File: src/rtl/uart_tx_arbiter.sv
// rtl/uart_tx_arbiter.sv - round-robin packet-locking arbiter for the uart TX FIFO write port
// Optional stall watchdog enabled by defining UART_ARB_TIMEOUT_EN.
module uart_tx_arbiter #(
  parameter int NREQ    = 4,
  parameter int N       = 8,
  parameter int MAXLEN  = 16,
  parameter int TIMEOUT = 64
) (
  input  logic              clk,
  input  logic              rst,
  input  logic [NREQ-1:0]   req_valid,
  input  logic [NREQ*N-1:0] req_data,
  input  logic [NREQ-1:0]   req_last,
  output logic [NREQ-1:0]   req_ready,
  input  logic              tx_full,
  output logic              w_uart,
  output logic [N-1:0]      w_data,
  output logic [NREQ-1:0]   grant,
  output logic              busy,
  output logic              timeout_evt
);

  localparam int IW = $clog2(NREQ);

  typedef enum logic {IDLE, XFER} state_t;

  state_t        state;
  logic [IW-1:0] rr_ptr;
  logic [IW-1:0] owner;
  logic [7:0]    byte_cnt;
  logic [IW-1:0] pick;
  logic          pick_ok;
  int            idx;
  logic          cap_hit;
  logic          release_last;
  logic          stall_hit;
  logic [IW-1:0] next_rr;

  // Search for the first valid requester starting at rr_ptr, wrapping around.
  always_comb begin
    pick    = '0;
    pick_ok = 1'b0;
    idx     = 0;
    for (int k = 0; k < NREQ; k++) begin
      idx = int'(rr_ptr) + k;
      if (idx >= NREQ) idx = idx - NREQ;
      if (!pick_ok && req_valid[idx]) begin
        pick    = IW'(idx);
        pick_ok = 1'b1;
      end
    end
  end

  // Owner-side handshake and FIFO write, driven from the registered owner only.
  always_comb begin
    req_ready = '0;
    w_uart    = 1'b0;
    w_data    = '0;
    if (state == XFER) begin
      req_ready[owner] = !tx_full;
      w_uart           = req_valid[owner] & !tx_full;
    end
    if (w_uart) w_data = req_data[int'(owner)*N +: N];
  end

  assign cap_hit      = ({1'b0, byte_cnt} + 9'd1) == 9'(MAXLEN);
  assign release_last = w_uart & (req_last[owner] | cap_hit);
  assign next_rr      = (int'(owner) == NREQ - 1) ? '0 : owner + 1'b1;

`ifdef UART_ARB_TIMEOUT_EN
  logic [7:0] stall_cnt;

  assign stall_hit = (state == XFER) && !req_valid[owner] &&
                     (({1'b0, stall_cnt} + 9'd1) == 9'(TIMEOUT));

  // Count owner cycles without a byte offered; FIFO-full stalls are not the owner's fault.
  always_ff @(posedge clk or negedge rst) begin
    if (!rst) begin
      stall_cnt <= '0;
    end else if (state != XFER || w_uart) begin
      stall_cnt <= '0;
    end else if (!req_valid[owner]) begin
      stall_cnt <= stall_cnt + 8'd1;
    end
  end
`else
  assign stall_hit = 1'b0;
`endif

  // Grant/release FSM; grant, busy and timeout_evt are registered.
  always_ff @(posedge clk or negedge rst) begin
    if (!rst) begin
      state       <= IDLE;
      grant       <= '0;
      busy        <= 1'b0;
      rr_ptr      <= '0;
      owner       <= '0;
      byte_cnt    <= '0;
      timeout_evt <= 1'b0;
    end else begin
      timeout_evt <= 1'b0;
      case (state)
        IDLE: begin
          if (pick_ok) begin
            state    <= XFER;
            grant    <= NREQ'(1) << pick;
            owner    <= pick;
            busy     <= 1'b1;
            byte_cnt <= '0;
          end
        end
        XFER: begin
          if (release_last || stall_hit) begin
            state       <= IDLE;
            grant       <= '0;
            busy        <= 1'b0;
            rr_ptr      <= next_rr;
            timeout_evt <= stall_hit & !release_last;
          end else if (w_uart) begin
            byte_cnt <= byte_cnt + 8'd1;
          end
        end
        default: state <= IDLE;
      endcase
    end
  end

endmodule

File: config.mk
export PLATFORM = sky130hd
export DESIGN_NAME = uart_tx_arbiter
export DESIGN_NICKNAME = d
export VERILOG_FILES = /design/src/rtl/uart_tx_arbiter.sv
export SDC_FILE = /design/constraint.sdc
export NUM_CORES = 1
export LEC_CHECK = 0
export BUFFER_PORTS_ARGS = -buffer_cell sky130_fd_sc_hd__buf_2
export CAP_MARGIN = 20
export CORE_MARGIN = 1.5
export CORE_UTILIZATION = 40
export DETAILED_ROUTE_END_ITERATION = 7
export PLACE_DENSITY_LB_ADDON = 0.15
export SLEW_MARGIN = 20
export SYNTH_ARGS = -nofsm -noshare
export SYNTH_HDL_FRONTEND = slang
export SYNTH_SLANG_ARGS = --single-unit
File: constraint.sdc
create_clock -name clk -period 2.1 [get_ports clk]
set_input_delay 0.105 -clock clk [delete_from_list [all_inputs] [get_ports clk]]
set_output_delay 0.105 -clock clk [all_outputs]
set_load 0.05 [all_outputs]
==> impl_metrics.yaml, run 1 <==
grt:
  grt_start_max_net_pins: 19
  antenna_found_initial: 0
  grt_pass1_wl_um: 6465
  met2_usage_pct: 34.24
  grt_util_met3_pct: 4.225
  busiest_layer: "met2"
  grtUsageMet1_pct: 24.89
  grt_usage_pct: 20.03
  grt.overflow.total: 0
  grt_pass1_vias: 1423
sta:
  min_period_ps: 2004
  fin_crit_sh_pct: 95.44
  finalClockSkew_ps: 4.503
  slew_viol_final: 0
  max_freq_mhz: 498.9
  finalSetupTns_ps: 0
  setup_viol: 0
  hold_viol: 0
  rsz0062_at_grt: "false"
critical_path:
  worstRegToRegCells: 7
  critPathBufInv: 1
  cp.arrival_ps: 2130
  path_max_fanout: 7
  worst_ep_required_time_ps: 2230
  path_delay_family: "compound AO/OA/AOI/OAI gates"
  cp_num_cells: 7
  r2r_end: "byte_cnt[1]"
  cp-end-kind: "register"
  slowest_stage: "dfrtp_1"
  worstSetupPathType: "reg2reg"
  r2r_slack_ps: 100
  startpoint_type: "register"
  worstPathCellList: "ha_2 > and3_2 > a31oi_2 > o221a_4 > buf_4 > o211a_1 > a221o_1"
  rr_startpoint: "byte_cnt[0]"
  critPathLaunch: "byte_cnt[0]"
  setup.worst_path.end: "byte_cnt[1]"
  crit_path_max_incr_delay_ps: 360
synthesis:
  synth_largest_area_cell: "dfrtp_1"
  synth_edf_count: 0
  syn_nets: 190
  synth.most_common_cell: "dfrtp_1"
  synth.top_cell.area_share_pct: 30.48
  synth_seq_area_share_pct: 30.48
  synthTopCellsByCount: "dfrtp_1, o211ai_1, mux4_2, and3_1, nand3_1"
  synth_seq_cells: 18
  ys_async_sr_fraction_pct: 100.0
  synthesis.area_um2: 1478
  yosys_warnings: 0
  synth_cell_types: 47
  synthFlopType: "dfrtp_1"
  synth.avg_cell_area_um2: 10.41
  syn_inst: 142
  synthTopCellsByArea: "dfrtp_1, mux4_2, o211ai_1"
cells_and_area:
  fin_util_pct: 56.38
  nets: 257
  synthToLayoutAreaGrowth_pct: 31.33
  drive_gt1_share_pct: 46.86
  diodes: 0
routing:
  ant_nets: 0
  via_count: 1463
  wl_per_cell_um: 15.65
  drt_iter0_markers: 53
  drc: 0
  vias_per_cell: 5.783
  first_pass_iters: 4
  wirelength_um: 3960
clock_tree:
  path_clk_slew_ps: 70
  numCtsBuffers: 3
  clock_latency_ps: 250
  tritoncts: "yes"
  htreeDepth: 1
  ctsLongestPathBuffers: 2
  cts_root_buf: "clkbuf_8"
  clkSinkCount: 18
die:
  std_cell_rows: 21
  coreArea_um2: 3442
  start_util_pct: 42.93
  die_w_um: 63.78
  die_h_um: 63.78
  top_level_ports: 62
  die_area_um2: 4068
run_status:
  status: "completed"
power_and_ir_drop:
  p_per_area_nw_per_um2: 1262
  p_leak_nw: 0.9900
  max-vdd-ir-drop_mv: 0.7901
run:
  drv_cap: 0
placement:
  port-buffer-count: 60
  gp_congestion: 0.8413
  hpwl_um: 3063
min_path:
  hp-class: "in2reg"
[cell type report]
cell class	count	area, um^2
multi-input combinational	108	970.9
clock buffer	3	41.29
sequential	18	451.7
timing repair buffer	72	396.6
inverter	6	22.52
tap	46	57.56
fill	318	1501
[flip-flops by register name, summed over array words and instances (netlist names)]
| register | cells |
|---|---|
| grant | 4 |
| rr_ptr | 2 |
| owner | 2 |
| byte_cnt | 8 |
| busy | 1 |
| state | 1 |
[placed cells by master, fill, tap and decap left out, types with 3 or more instances in the layout]
| cell type | count |
|---|---|
| a21o_1 | 3 |
| a21oi_1 | 3 |
| a32o_1 | 4 |
| and2_1 | 4 |
| and3_1 | 8 |
| buf_2 | 60 |
| buf_4 | 10 |
| clkbuf_8 | 3 |
| dfrtp_1 | 17 |
| ha_1 | 4 |
| inv_1 | 6 |
| mux4_2 | 9 |
| nand2_1 | 7 |
| nand3_1 | 8 |
| nor2_1 | 6 |
| nor3b_1 | 3 |
| o211ai_1 | 13 |
| or3_1 | 4 |
[worst reg2reg max path, delay by kind of cell, from the launching register on]
| family | cells | cell delay [ps] |
|---|---|---|
| fa+ha+maj | 1 | 220 |
| flops | 1 | 360 |
| simple gates | 1 | 210 |
| buf+inv | 1 | 160 |
| compound gates | 4 | 920 |
[power breakdown]
group | internal, mW | total [mW] | switching (mW)
logic | 0.647 | 1.56 | 0.915
clock network | 0.127 | 0.237 | 0.110
registers | 0.481 | 0.650 | 0.169
[through the flow]
stage	cell area (um^2)	power, mW	hold slack [ps]	std cells	setup WS, ps
global route	1941	2.625	347.0	253	11.40
CTS	1906	2.421	311.4	253	11.13
finish	1941	2.449	307.5	253	95.68
floorplan	1478	1.790	-190.6	142	84.20
global placement	1854	2.134	57.97	249	150.4
detailed placement	1854	2.173	58.77	249	17.05
[worst min-delay path by stage]
stage / from / to / depth (start not counted)
2_1_floorplan: rst / busy / 0
3_3_place_gp: rst / byte_cnt[5] / 1
3_5_place_dp: rst / byte_cnt[5] / 1
4_1_cts: req_valid[3] / owner[1] / 3
5_1_grt: req_valid[3] / owner[1] / 3
6_report: req_valid[3] / owner[1] / 3
[metal layers]
layer,part of all wire [%],wire [um]
met3,7.9,311
met2,47,1873
met1,43,1714
met4,1.5,61
met5,0,0
[repair_timing]
action / in CTS / in global routing
setup buffers: 0 / 0
pin swaps: 0 / 1
hold buffers: 1 / 0
gates resized for setup: 1 / 7
hold endpoints to repair: 18 / 0
setup endpoints to repair: 4 / 9
[cells by family after synthesis]
family | after synthesis | synth area share (%)
AND/OR/NAND/NOR | 53 | 21.93
AO/OA/AOI/OAI | 36 | 19.05
flip-flops | 18 | 30.48
buffers and inverters | 16 | 5.842
multiplexers | 13 | 18.21
adder cells (fa/ha/maj) | 5 | 4.234
other | 1 | 0.2538
(Power assumes the default switching activity.)
==> inputs of run 2 (changes only) <==
Settings changed: CORE_ASPECT_RATIO from default to 0.6.
==> run 2 against run 1 <==
Clock power up 24%. Hold slack improved by 16 ps. Final cell count fell by 0.40%. Sequential share of layout area about the same. First-iteration DRC count down 9.4%.
==> impl_metrics.yaml, run 2 (same netlist as run 1, synthesis figures left out) <==
power_and_ir_drop:
  max-vdd-ir-drop_mv: 0.7390
  p_per_area_nw_per_um2: 1290
  p_leak_nw: 0.9826
critical_path:
  cp-end-kind: "register"
  crit_path_max_incr_delay_ps: 450
  r2r_slack_ps: 60
  worstRegToRegCells: 7
  startpoint_type: "register"
  cp.arrival_ps: 2180
  path_max_fanout: 9
  worstSetupPathType: "reg2reg"
  worst_ep_required_time_ps: 2240
  slowest_stage: "dfrtp_2"
  worstPathCellList: "ha_4 > and3_2 > a31oi_1 > o221a_2 > buf_4 > nor2_1 > a221o_1"
  r2r_end: "byte_cnt[1]"
  rr_startpoint: "byte_cnt[0]"
routing:
  wl_met1_um: 1847
  vias_per_cell: 5.893
  wirelength_um: 4150
  drc: 0
  drt_iter0_markers: 48
  routed.top_layer: "met4"
  met2_length_um: 1840
  first_pass_iters: 4
  via_count: 1485
  wl_met3_um: 439
  ant_nets: 0
  wl_per_cell_um: 16.47
clock_tree:
  numCtsBuffers: 3
  clock_latency_ps: 260
  clkSinkCount: 18
  cts_root_buf: "clkbuf_8"
  htreeDepth: 1
  tritoncts: "yes"
  ctsLongestPathBuffers: 2
  path_clk_slew_ps: 70
cells_and_area:
  drive_gt1_share_pct: 46.86
  layout_commonest_cell: "buf_2"
  diodes: 0
  largest_reg_flops: 8
  nets: 256
  synthToLayoutAreaGrowth_pct: 31.50
  regMostFlops: "byte_cnt"
  final_cell_mix: "buf_2, dfrtp_1, o211ai_1"
  fin_util_pct: 57.43
  fin_area_um2: 1943
  largest_registers: "byte_cnt: 8 flops, grant: 4 flops"
placement:
  gp_congestion: 0.8751
  hpwl_um: 3092
  port-buffer-count: 60
  place_area_um2: 1831
die:
  std_cell_rows: 16
  top_level_ports: 62
  start_util_pct: 43.68
  die_area_um2: 4080
  die_h_um: 50.08
  die_w_um: 81.47
  coreArea_um2: 3383
min_path:
  hp-class: "in2reg"
  min-delay-start: "req_valid[3]"
  hold-path-cell-count: 3
  holdPathEnd: "owner[1]"
sta:
  finalClockSkew_ps: 4.192
  hold-worst-slack_ps: 323.9
  slew_viol_final: 0
  finalSetupTns_ps: 0
  max_freq_mhz: 490.1
  setup_viol: 0
  hold_viol: 0
  min_period_ps: 2041
  fin_crit_sh_pct: 97.17
grt:
  grt_pass1_wl_um: 6265
  antenna_found_initial: 0
  grt_pass1_vias: 1361
  grt_start_max_net_pins: 19
  grt.overflow.total: 0
  grt_usage_pct: 20.16
run:
  drv_cap: 0
run_status:
  status: "completed"
==> run 2: cell count changes in the layout (fill, tap and decap cells not counted), sizes merged <==
cell	previous run	this run
buf	71	70
clkbuf	3	4
==> run 2: timing repair <==
action	CTS	global route
gates resized for setup	1	7
gates cloned	0	0
buffers inserted	1	1
hold buffers	1	0
pin swaps	2	1
setup endpoints to repair	5	16
endpoints found under the hold margin	18	0
==> run 2: layout make-up <==
class,count,area (um^2)
clock buffer,4,55.05
fill,281,1440
inverter,6,22.52
multi-input combinational,108,967.2
sequential,18,452.9
tap,45,56.30
timing repair buffer,71,389.1
==> run 2: worst max-delay path, delay by kind of cell, from the launching register on <==
family | cells | cell delay (ps)
AO/OA/AOI/OAI | 3 | 810
buffers and inverters | 1 | 180
AND/OR/NAND/NOR | 2 | 290
adder cells (fa/ha/maj) | 1 | 190
flip-flops | 1 | 450
==> run 2: how the worst max path moves through the flow <==
stage,startpoint,end,cells past startpoint
floorplan,owner[0],grant[1],5
global placement,byte_cnt[0],byte_cnt[1],7
detailed placement,byte_cnt[0],grant[3],6
CTS,byte_cnt[0],grant[3],6
global route,byte_cnt[0],byte_cnt[1],7
finish,byte_cnt[0],byte_cnt[1],7
==> run 2: report_power, final <==
group	switching, mW	internal [mW]
Combinational	0.916	0.637
Clock	0.126	0.167
Sequential	0.179	0.482
Total	1.22	1.29
==> run 2: per-layer routing <==
layer,vias to the layer above,global-route usage [%]
met5,-,0
met4,0,3.448
met3,5,4.259
met2,75,32.23
met1,726,28.28
li1,679,-
==> run 2: stage by stage <==
| stage | setup WS, ps | power (mW) | cells |
|---|---|---|---|
| final | 59.42 | 2.508 | 252 |
| after global routing | -0.4290 | 2.665 | 252 |
| after CTS | 0.3815 | 2.446 | 251 |
| after detailed placement | 2.357 | 2.140 | 245 |
| after global placement | 108.0 | 2.115 | 245 |
| after floorplan | 84.20 | 1.790 | 142 |
